File: src/rtl/truth_table_sweeper.sv
// ---------------------------------------------------------------------------
// truth_table_sweeper
//
// Stimulus/capture stage for a 3-input combinational gate. A start request
// launches a sweep that drives every input row 000..111 onto {in1,in2,in3},
// holds each row for SETTLE_CYCLES clocks, and samples the gate output at the
// end of the window. The samples build an 8-bit signature in which row 000
// lands in bit 7 and row 111 in bit 0. The signature is then compared against
// the expected value that was captured when the sweep was accepted.
//
// Optional feature (macro TT_SWEEP_MAJORITY_EN):
//   defined     - gate_out is sampled on the last three edges of each window
//                 and the stored bit is the 2-of-3 majority of those samples.
//                 SETTLE_CYCLES must be >= 3.
//   not defined - gate_out is sampled once, on the row-change edge.
//
// Parameters:
//   SETTLE_CYCLES  clock cycles each row is held (>= 1, >= 3 with the vote)
//   CNT_W          settle counter width, SETTLE_CYCLES < 2**CNT_W
//
// Ports:
//   clk        in   rising-edge clock
//   rst        in   asynchronous active-high reset
//   start      in   sweep request, accepted only while idle
//   abort      in   cancel a running sweep (no done, results untouched)
//   expected   in   [7:0] expected signature, captured when start is accepted
//   gate_out   in   output of the gate being swept
//   in1        out  gate input MSB of the row index
//   in2        out  gate input middle bit of the row index
//   in3        out  gate input LSB of the row index
//   busy       out  high while a sweep runs
//   done       out  one-cycle pulse when a sweep completes
//   table_sig  out  [7:0] last completed truth-table signature
//   match      out  table_sig equals the captured expected value
// ---------------------------------------------------------------------------
module truth_table_sweeper #(
  parameter int SETTLE_CYCLES = 4,
  parameter int CNT_W         = 8
) (
  input  logic       clk,
  input  logic       rst,
  input  logic       start,
  input  logic       abort,
  input  logic [7:0] expected,
  input  logic       gate_out,
  output logic       in1,
  output logic       in2,
  output logic       in3,
  output logic       busy,
  output logic       done,
  output logic [7:0] table_sig,
  output logic       match
);

  typedef enum logic {
    IDLE  = 1'b0,
    SWEEP = 1'b1
  } state_t;

  localparam logic [CNT_W-1:0] CNT_LAST = CNT_W'(SETTLE_CYCLES - 1);

  state_t           state;
  state_t           state_next;

  logic [2:0]       row_q;
  logic [CNT_W-1:0] cnt_q;
  logic [7:0]       exp_q;
  logic [7:0]       work_q;
  logic [7:0]       work_next;
  logic [7:0]       table_q;
  logic             match_q;
  logic             done_q;

  logic             accept;
  logic             cancel;
  logic             row_step;
  logic             finish;
  logic             window_end;
  logic             sample_bit;

  // The last count of a window is the row-change edge; the sample taken
  // there (or the vote that closes there) belongs to the row being left.
  assign window_end = (cnt_q == CNT_LAST);

`ifdef TT_SWEEP_MAJORITY_EN
  localparam logic [CNT_W-1:0] CNT_VOTE_A = CNT_W'(SETTLE_CYCLES - 3);
  localparam logic [CNT_W-1:0] CNT_VOTE_B = CNT_W'(SETTLE_CYCLES - 2);

  logic vote_a_q;
  logic vote_b_q;

  // The first two votes are stored; the third is the live gate_out seen on
  // the row-change edge, so the majority resolves with no extra latency.
  always_ff @(posedge clk or posedge rst) begin
    if (rst) begin
      vote_a_q <= 1'b0;
      vote_b_q <= 1'b0;
    end else if (state == SWEEP) begin
      if (cnt_q == CNT_VOTE_A) vote_a_q <= gate_out;
      if (cnt_q == CNT_VOTE_B) vote_b_q <= gate_out;
    end
  end

  assign sample_bit = (vote_a_q & vote_b_q) |
                      (vote_a_q & gate_out) |
                      (vote_b_q & gate_out);
`else
  assign sample_bit = gate_out;
`endif

  // State register.
  always_ff @(posedge clk or posedge rst) begin
    if (rst) begin
      state <= IDLE;
    end else begin
      state <= state_next;
    end
  end

  // Next-state and control strobes. Abort is checked before the end of the
  // final window so a same-cycle abort suppresses completion.
  always_comb begin
    state_next = state;
    accept     = 1'b0;
    cancel     = 1'b0;
    row_step   = 1'b0;
    finish     = 1'b0;
    case (state)
      IDLE: begin
        if (start) begin
          state_next = SWEEP;
          accept     = 1'b1;
        end
      end
      SWEEP: begin
        if (abort) begin
          state_next = IDLE;
          cancel     = 1'b1;
        end else if (window_end) begin
          if (row_q == 3'd7) begin
            state_next = IDLE;
            finish     = 1'b1;
          end else begin
            row_step = 1'b1;
          end
        end
      end
      default: begin
        state_next = IDLE;
      end
    endcase
  end

  // Working signature with the current row's sample merged in; row k maps
  // to bit 7-k so the table reads MSB-first in row order.
  always_comb begin
    work_next                 = work_q;
    work_next[3'd7 - row_q]   = sample_bit;
  end

  // Sweep datapath: row index, settle counter, captured expectation, the
  // working signature and the published results.
  always_ff @(posedge clk or posedge rst) begin
    if (rst) begin
      row_q   <= 3'd0;
      cnt_q   <= '0;
      exp_q   <= 8'h00;
      work_q  <= 8'h00;
      table_q <= 8'h00;
      match_q <= 1'b0;
      done_q  <= 1'b0;
    end else begin
      done_q <= finish;
      if (accept) begin
        row_q  <= 3'd0;
        cnt_q  <= '0;
        exp_q  <= expected;
        work_q <= 8'h00;
      end else if (cancel) begin
        row_q <= 3'd0;
        cnt_q <= '0;
      end else if (state == SWEEP) begin
        if (window_end) begin
          cnt_q  <= '0;
          work_q <= work_next;
          if (finish) begin
            row_q   <= 3'd0;
            table_q <= work_next;
            match_q <= (work_next == exp_q);
          end else if (row_step) begin
            row_q <= row_q + 3'd1;
          end
        end else begin
          cnt_q <= cnt_q + 1'b1;
        end
      end
    end
  end

  // Inputs are forced to 000 whenever no sweep is running.
  assign {in1, in2, in3} = (state == SWEEP) ? row_q : 3'b000;
  assign busy            = (state == SWEEP);
  assign done            = done_q;
  assign table_sig       = table_q;
  assign match           = match_q;

endmodule
File: config.mk
export PLATFORM = sky130hd
export DESIGN_NAME = truth_table_sweeper
export DESIGN_NICKNAME = d
export VERILOG_FILES = /design/src/rtl/truth_table_sweeper.sv
export SDC_FILE = /design/constraint.sdc
export NUM_CORES = 1
export LEC_CHECK = 0
export CORE_AREA = 8 8 56 104
export CTS_CLUSTER_SIZE = 10
export DETAILED_ROUTE_END_ITERATION = 12
export DIE_AREA = 0 0 64 112
export PLACE_DENSITY_LB_ADDON = 0.05
export SYNTH_ARGS = -nofsm -noshare
export SYNTH_HDL_FRONTEND = slang
export SYNTH_SLANG_ARGS = --single-unit
export TNS_END_PERCENT = 10
File: constraint.sdc
create_clock -name clk -period 1.9 [get_ports clk]
set_clock_uncertainty 0.2 [all_clocks]
set_input_delay 0.38 -clock clk [delete_from_list [all_inputs] [get_ports clk]]
set_output_delay 0.38 -clock clk [all_outputs]
set_load 0.05 [all_outputs]
Word level (Yosys, flattened, before mapping)
Cells that the tools add are included.

storage, ports and cells
  output and inout port bits = 14
  register bits = 38
  input bits = 13
  word-level logic and storage cells = 62

cells by class
  muxes and demuxes = 33
  $add $sub $neg = 3
  reduce and logical (&&, ||, !) cells = 9
  bitwise gates (word level) = 3
  $lt $le $gt $ge = 2
  equality and inequality tests = 4

operator list
  cell                                                 count
  two-way mux 8 bit                                    8
  two-way mux 3 bit                                    7
  two-way mux 1 bit                                    15
  adder 8 x 1 -> 8 bit, second input constant          1
  bitwise mux 8 bit                                    1
  == test 8 x 2 -> 1 bit, second input constant        1
  == test 8 bit                                        1
  AND reduction 3 bit                                  2
  nonzero test 3 bit                                   2
  AND reduction 5 bit                                  1
  < comparator 3 x 4 -> 1 bit, second input constant   1
  nonzero test 2 bit                                   2
  nonzero test 4 bit                                   1
  adder 3 x 1 -> 3 bit, second input constant          1
  demux 1 bit (select 3 bit)                           1
  == test 3 bit, second input constant                 1
  >= comparator 3 x 1 -> 1 bit, second input constant  1
  NOT 1 bit                                            3
  subtractor 3 bit, first input constant               1
  != test 2 bit, second input constant                 1
  one-hot mux 1 bit (2 select lines)                   1
  logical AND 1 bit                                    1

Depth between registers and ports, before layout
Gate-level depths: netlist of the first run.

  depth after elaboration = 11
  mapped depth = 7

Worst setup path before layout of the first run
OpenSTA, ideal clock, no wires.

  path type = register to register
  start = register state (netlist: busy)
  end = register match_q (netlist: match)
  path slack = -0.155 ns
  data arrival time = 1.725 ns
  period minus slack after synthesis = 2.055 ns
  stages on the path, launching flop included = 6
  cell sequence = dfrtp_1 > nor2b_1 > nand3_1 > clkbuf_1 > nand2_1 > o31ai_2

on the way
  word-level cells in the longest chain between the ends = 3

RTL lines
  element                                 RTL line  text
  start, declared                         62        state_t state;
  start signal, assigned                  116       state <= state_next;
  two-way mux 1 bit                       128       case (state)
  NOT 1 bit (no source line)              n/a
  AND reduction 5 bit (no source line) *  n/a
  end signal, assigned                    189       match_q <= (work_next == exp_q);
  end, declared                           71        logic match_q;

Mark *: on every way between the ends. The rest lies on a longest branch, timed or not.
A chain may end at the register's enable or synchronous reset.

Worst setup path after layout of the first run
  start = register row_q[2]
  end = register match_q (netlist: match)

on the way
  word-level cells in the longest chain between the ends = 7

RTL lines
  element                                                                                                   RTL line  text
  start, declared                                                                                           65        logic [2:0] row_q;
  start signal, assigned                                                                                    191       row_q <= row_q + 3'd1;
  subtractor 3 bit                                                                                          158       work_next[3'd7 - row_q] = sample_bit;
  < comparator 3 x 4 -> 1 bit (not written as such) / >= comparator 3 x 1 -> 1 bit (equally long branches)  158
  logical AND 1 bit (not written as such)                                                                   158
  two-way mux 1 bit (not written as such)                                                                   158
  demux 1 bit (select 3 bit)                                                                                158
  bitwise mux 8 bit                                                                                         158
  == test 8 bit                                                                                             189

Several ways; a longest one is shown, not always the timed one.

==> metrics.csv, run 1 <==
stage,metric,value,unit
outcome,outcome,finished with violations,
outcome,failed_checks,negative setup slack,
worst_setup_path,crit_path_end_kind,flip-flop,
worst_setup_path,crit_arrival,2.02,ns
cells_and_area,regArea,957.2,um2
cts,htreeDepth,2,
floorplan,dieArea,7168,um2
cts,clk_pin_slew,0.07,ns
detailed_routing,drt_iter0_drc,44,
cells_and_area,final_area,2983,um2
cts,holdBufCountCts,0,
detailed_routing,routedWlPerCell,15.50,um
detailed_routing,dr.pass1.iters,4,
cts,clkSinkCount,38,
floorplan,dieWidth,64,um
cells_and_area,multi_input_area,1162,um2
floorplan,ios,27,
synthesis,yosysWarnings,0,
cts,clockRootBuffer,clkbuf_8,
synthesis,synth-seq-cells,38,
synthesis,synth.area.top_cells,"dfrtp_1, o21ai_0, nand2_1, mux2i_1, nor2_1",
synthesis,syn_nets,242,
placed_design,placed_cell_area,2760,um2
cts,cts_tree,done,
worst_setup_path,critPathRequiredTime,1.90,ns
timing,hold_violations,0,
cells_and_area,fill_cells,386,
placed_design,hpwl,3.979,mm
power_and_ir_drop,ir_worst_vdd,0.4593,mV
synthesis,ys_async_sr_fraction,100.0,%
floorplan,die_y,112,um
cts,cts_buffers,5,
synthesis,synthCells,226,
grt,grt_usage,16.64,%
synthesis,synth_common_cells,"dfrtp_1, nand2_1, o21ai_0, nor2_1, nand3_1",
detailed_routing,wirelength,5.470,mm
cts,cts.path.max_buffers,2,
floorplan,rows,35,
synthesis,yosysSeqAreaShare,44.71,%
timing,slew_viol_final,0,
cts,clk_latency,0.29,ns
timing,min_period,2.019,ns
power_and_ir_drop,cellLeakagePower,1.366,nW
grt,grt_pass1_vias,1972,
worst_setup_path,worstSetupPathType,reg -> reg,
worst_setup_path,path_max_fanout,5,
detailed_routing,post-route-drc-count,0,
grt,grt_overflow,0,
worst_setup_path,r2r_end,match,
synthesis,avgSynthCellArea,9.412,um2
synthesis,synth_top_area_share,44.71,%
synthesis,synth_edf_count,0,
power_and_ir_drop,power.density,758.0,nW/um2
cells_and_area,num_antenna_cells,0,
synthesis,yosysUniqueCellTypes,43,
timing,worst_slack,-0.1189,ns
hold_path,min-delay-path-class,in -> async,
worst_setup_path,reg2reg_from,row_q[2],
synthesis,synth_top_area_cell,dfrtp_1,
timing,finalCritPeriodShare,106.3,%
timing,max_slew_margin,75.91,%
timing,setup_viol,1,
cells_and_area,fin_nets,314,
floorplan,initial_core_util,47.16,%
timing,whs,0.2506,ns
detailed_routing,antenna_left,0,
worst_setup_path,ff2ff_setup_slack,-0.12,ns
detailed_routing,num_vias,1884,
timing,rsz0062_at_grt,true,
job,maxCapViolations,0,
worst_setup_path,crit_path_start_kind,flip-flop,
grt,grt_max_degree,39,
placed_design,gp_congestion,0.9290,
cells_and_area,synthToLayoutAreaGrowth,40.24,%
cells_and_area,drive_above_1_share,34.23,%
worst_setup_path,r2r_cells,6,
synthesis,netlist_area,2127,um2
synthesis,ys.flop_type,dfrtp_1,
floorplan,core_area,4511,um2
timing,fmax,495.3,MHz
timing,tightest_slew,0.3614,ns
grt,antenna_found_initial,0,
synthesis,yosysMostFrequentCell,dfrtp_1,
detailed_routing,routed_via_density,5.337,
grt,grt_pass1_wl,9.673,mm
placed_design,io_buffers,26,
==> layer usage <==
metal  track usage [%]  vias up  wire, um
li1                  -      925         -
met1             19.25      907      2391
met2             28.12       40      2738
met3             4.020       12       226
met4             6.747        0       114
met5                 0        -         0
==> registers in the layout, summed over array words and instances (netlist names) <==
name	count
match	1
cnt_q	8
exp_q	8
work_q	8
table_sig	8
done	1
busy	1
row_q	3
==> cell families after synthesis <==
family / after synthesis / synth area share, %
AOI/OAI and AO/OA: 48 / 14.18
adders and majority gates: 3 / 1.765
and+or+nand+nor: 97 / 24.65
muxes: 11 / 5.353
xor gates and xnor gates: 12 / 4.941
buffers and inverters: 17 / 4.411
DFF: 38 / 44.71
==> layout make-up <==
class | instances | share of cell area (%)
well taps | 55 | 2.307
repair buffers | 76 | 23.24
flip-flops and latches | 38 | 32.09
clock inverters | 2 | 0.3356
clock buffers | 5 | 2.307
multi-input cells | 171 | 38.97
inverters | 6 | 0.7550
==> worst max-delay path, cell delays in order, from the launching register on <==
cell      delay (ns)
dfrtp_2         0.45
buf_4           0.16
nor3b_4         0.19
o2bb2a_4        0.15
o221ai_2        0.07
or4b_4          0.52
o31ai_2         0.18
==> stage by stage <==
stage	std cells	total power [W]	utilization (%)	setup slack, ns	setup TNS [ns]
2_1_floorplan	226	0.001439	-	-0.04739	-0.04739
3_3_place_gp	339	0.001700	61.19	-0.4839	-1.943
3_5_place_dp	339	0.001716	61.19	-0.5348	-2.699
4_1_cts	352	0.002260	64.88	-0.1050	-0.1452
5_1_grt	353	0.002391	66.13	-0.1979	-0.3549
6_report	353	0.002261	66.13	-0.1189	-0.1189
==> report_power, final <==
group	leakage [nW]	switching (W)	total [W]	internal, W
registers	0.506	0.000131	0.00104	0.000911
clock network	0.0438	0.000275	0.000521	0.000246
logic	0.816	0.000343	0.000698	0.000355
total	1.37	0.000748	0.00226	0.00151
==> cells in the final DEF (no fill, tap or decap), drive strengths merged, types with 6 or more instances in the layout <==
master and n:
dfrtp 38, inv 6, mux2i 8, nand3 10
xor2 7, nor2b 6, clkdlybuf4s50 11, o21ai 31
buf 64, nand2 37, nor2 17
==> worst max-delay path by stage <==
stage,startpoint,endpoint,slack (ns),cells after the start
after floorplan,row_q[0],match,-0.05,6
after global placement,gate_out,match,-0.48,6
after detailed placement,gate_out,match,-0.53,6
after CTS,row_q[2],match,-0.11,6
after global routing,row_q[0],match,-0.20,6
final,row_q[2],match,-0.12,6
==> repair_timing <==
| action | CTS | global route |
|---|---|---|
| buffers inserted | 6 | 1 |
| endpoints found under the setup margin | 27 | 22 |
| gates resized for setup | 17 | 30 |
| pin swaps | 2 | 4 |
No activity file was read; power rests on OpenSTA's default activity.
==> run 2, diff against run 1 <==
--- a/config.mk
+++ b/config.mk
@@ -5,10 +5,11 @@
 export SDC_FILE = /design/constraint.sdc
 export NUM_CORES = 1
 export LEC_CHECK = 0
-export CORE_AREA = 8 8 56 104
+export ABC_AREA = 1
+export CORE_AREA = 8 8 64 121
 export CTS_CLUSTER_SIZE = 10
 export DETAILED_ROUTE_END_ITERATION = 12
-export DIE_AREA = 0 0 64 112
+export DIE_AREA = 0 0 72 129
 export PLACE_DENSITY_LB_ADDON = 0.05
 export SYNTH_ARGS = -nofsm -noshare
 export SYNTH_HDL_FRONTEND = slang
==> constraint.sdc (replaced) <==
create_clock -name clk -period 1.9 [get_ports clk]
set_clock_uncertainty 0.2 [all_clocks]
set_input_delay 0.475 -clock clk [delete_from_list [all_inputs] [get_ports clk]]
set_output_delay 0.475 -clock clk [all_outputs]
set_load 0.05 [all_outputs]
==> metrics.csv, run 2 <==
stage,metric,value,unit,change
timing,setup_viol,0,,-1
timing,slew_viol_final,0,,unchanged
timing,hold_violations,0,,unchanged
floorplan,initial_core_util,33.94,%,-13 points
worst_setup_path,startpoint,row_q[1],,
hold_path,min-delay-path-class,reg -> reg,,
synthesis,netlist_area,2107,um2,-0.94%
timing,worst_slack,0.08691,ns,+0.2058 ns
timing,finalCritPeriodShare,95.43,%,-11 points
synthesis,synth_common_cells,"nand2_1, dfrtp_1, inv_1, nand3_1, nor2_1",,
detailed_routing,antenna_left,0,,unchanged
detailed_routing,post-route-drc-count,0,,unchanged
power_and_ir_drop,cellLeakagePower,1.366,nW,about the same
synthesis,ys.flop_type,dfrtp_1,,
synthesis,yosysUniqueCellTypes,29,,-33%
cells_and_area,synthToLayoutAreaGrowth,38.60,%,
cells_and_area,drive_above_1_share,24.09,%,-10 points
power_and_ir_drop,p_int,0.001905,W,+26%
cells_and_area,mostFrequentLayoutCell,nand2_1,,
cells_and_area,final_area,2920,um2,-2.1%
power_and_ir_drop,power.density,980.9,nW/um2,+29%
placed_design,gp_congestion,0.8599,,-7.4%
cts,holdBufCountCts,0,,unchanged
synthesis,ys_async_sr_fraction,100.0,%,unchanged
worst_setup_path,worstSetupPathType,reg -> out,,
cts,htreeDepth,2,,unchanged
power_and_ir_drop,power_frac_clock,34.1,%,+11 points
detailed_routing,num_vias,1775,,-5.8%
synthesis,avgSynthCellArea,8.263,um2,-12%
floorplan,rows,41,,+17%
detailed_routing,routedWlPerCell,12.53,um,-19%
power_and_ir_drop,p_seq_share,35.4,%,-11 points
outcome,outcome,completed,,
job,maxCapViolations,0,,unchanged
cells_and_area,fill_cells,604,,+56%
worst_setup_path,crit_path_start_kind,flip-flop,,
cells_and_area,num_antenna_cells,0,,unchanged
synthesis,synth-seq-cells,38,,unchanged
cells_and_area,fin_nets,318,,+1.3%
cts,clkSinkCount,38,,unchanged
cts,clockRootBuffer,clkbuf_16,,
floorplan,dieArea,9288,um2,+30%
detailed_routing,routed_via_density,4.563,,-15%
grt,grt_pass1_wl,8.597,mm,-11%
timing,tns,0,ns,+0.1189 ns
worst_setup_path,r2r_cells,8,,+2
worst_setup_path,critPathCapture,in2,,
floorplan,dieWidth,72,um,+13%
synthesis,synth_top_area_share,45.13,%,+0.42 points
placed_design,placed_cell_area,2745,um2,-0.54%
timing,rsz0062_at_grt,false,,
power_and_ir_drop,ir_worst_vdd,0.6953,mV,+51%
placed_design,post-place-ws,-0.1859,ns,+0.3489 ns
synthesis,synth_top_area_cell,dfrtp_1,,
worst_setup_path,crit_arrival,1.14,ns,-0.88 ns
detailed_routing,wirelength,4.876,mm,-11%
synthesis,synth_edf_count,0,,unchanged
detailed_routing,drt_iter0_drc,80,,+82%
power_and_ir_drop,swShare,33.50,%,+0.41 points
cts,cts.path.max_buffers,2,,unchanged
cts,clk_latency,0.29,ns,about the same
floorplan,die_y,129,um,+15%
timing,fmax,551.5,MHz,+11%
synthesis,yosysSeqAreaShare,45.13,%,+0.42 points
power_and_ir_drop,p_switching,0.0009597,W,+28%
floorplan,core_area,6207,um2,+38%
placed_design,hpwl,3.738,mm,-6.1%
cts,cts_tree,done,,
worst_setup_path,reg2reg_from,cnt_q[1],,
grt,grt_pass1_vias,1823,,-7.6%
worst_setup_path,crit_path_end_kind,output pin,,
timing,min_period,1.813,ns,-0.2058 ns
grt,grt_overflow,0,,unchanged
cells_and_area,final_cell_mix,"nand2_1, dfrtp_1, inv_1",,
timing,max_slew_margin,73.92,%,-2.0 points
timing,tightest_slew,0.3897,ns,+0.02837 ns
worst_setup_path,max_stage_delay,0.39,ns,-0.13 ns
worst_setup_path,critPathRequiredTime,1.22,ns,-0.68 ns
power_and_ir_drop,power.share.combinational,30.5,%,-0.4 points
placed_design,io_buffers,26,,unchanged
synthesis,synthCells,255,,+13%
synthesis,yosysMostFrequentCell,nand2_1,,
worst_setup_path,crit_chain,buf_6 > nand2_1 > inv_1 > buf_12,,
worst_setup_path,path_max_fanout,13,,+8
cts,postCtsSetupBuffers,0,,-6
synthesis,synth.area.top_cells,"dfrtp_1, nand2_1, nand3_1, inv_1, o21ai_2",,
worst_setup_path,cp_slowest_cell,dfrtp_1,,
worst_setup_path,r2r_end,row_q[0],,
worst_setup_path,ff2ff_setup_slack,0.13,ns,+0.25 ns
cts,cts_buffers,5,,unchanged
synthesis,yosysWarnings,0,,unchanged
grt,grt_usage,11.77,%,-4.9 points
detailed_routing,dr.pass1.iters,4,,unchanged
hold_path,min_from,work_q[0],,
grt,antenna_found_initial,0,,unchanged
cts,clk_pin_slew,0.07,ns,about the same
grt,grt_max_degree,39,,unchanged
floorplan,ios,27,,unchanged
synthesis,syn_nets,271,,+12%
[run 2: critical path, delay by kind of cell, from the launching register on]
kind                   cells  cell delay, ns
DFF                        1            0.39
buffers and inverters      3            0.41
and+or+nand+nor            1            0.07
[run 2: repair_timing]
action                     4_1_cts  5_1_grt
gates resized for setup          1        1
pin swaps                        0        0
setup endpoints to repair        1        1
gates cloned                     0        0
[run 2: stage by stage]
| step | hold WS, ns | total power (W) | utilization [%] | instances |
|---|---|---|---|---|
| after floorplan | 0.2902 | 0.001574 | - | 255 |
| final | 0.3333 | 0.002865 | 47.05 | 389 |
| after global placement | 0.3074 | 0.001905 | 44.22 | 381 |
| after CTS | 0.3355 | 0.002900 | 46.99 | 389 |
| after detailed placement | 0.3188 | 0.001910 | 44.22 | 381 |
| after global routing | 0.3555 | 0.003052 | 47.05 | 389 |
[run 2: how the worst min path moves through the flow]
stage / end / slack, ns / cells past startpoint
after floorplan: work_q[0] / 0.29 / 2
after global routing: exp_q[1] / 0.36 / 2
after global placement: work_q[0] / 0.31 / 2
after CTS: work_q[0] / 0.34 / 2
after detailed placement: work_q[0] / 0.32 / 2
final: work_q[0] / 0.33 / 2
[run 2: cell type report]
class                      count  area [um2]  area share, %
multi-input combinational    173       965.9          33.08
clock buffer                   5       125.1          4.284
clock inverter                 3       45.04          1.542
timing repair buffer          46       579.3          19.84
sequential                    38       952.2          32.60
inverter                      38       145.1          4.970
tap                           86       107.6          3.685
[run 2: layer usage]
layer / part of all wire [%] / global-route usage, % / wire length, um / up-vias
met4: 2.4 / 5.939 / 115 / 0
met3: 5.4 / 3.741 / 262 / 7
li1: - / - / - / 930
met2: 49 / 18.68 / 2376 / 37
met1: 43 / 13.79 / 2121 / 801
met5: 0 / 0 / 0 / -
[run 2: power by group through the flow]
stage	Clock (W)	Sequential (W)	Combinational, W
finish	0.000978	0.00101	0.000872
global placement	0	0.00103	0.000878
CTS	0.00100	0.00101	0.000885
floorplan	0	0.00102	0.000552
detailed placement	0	0.00103	0.000883
global route	0.00103	0.00103	0.000988
[run 2: kinds of logic (layout without fill, tap and decap cells)]
kind of cell	after synthesis	in the layout	synth area share, %
buffers and inverters	44	92	9.026
adder cells (fa/ha/maj)	3	3	1.782
AO/OA/AOI/OAI	34	34	10.69
AND/OR/NAND/NOR	135	135	32.96
flip-flops	38	38	45.13
XOR/XNOR	1	1	0.4158
==> run 3, diff against run 2 <==
--- a/config.mk
+++ b/config.mk
@@ -10,7 +10,9 @@
 export CTS_CLUSTER_SIZE = 10
 export DETAILED_ROUTE_END_ITERATION = 12
 export DIE_AREA = 0 0 72 129
+export HOLD_SLACK_MARGIN = 0.12
 export PLACE_DENSITY_LB_ADDON = 0.05
+export SKIP_LAST_GASP = 1
 export SYNTH_ARGS = -nofsm -noshare
 export SYNTH_HDL_FRONTEND = slang
 export SYNTH_SLANG_ARGS = --single-unit
==> results of run 3 <==
The final DEF is identical to that of run 2; final timing and power are the same.
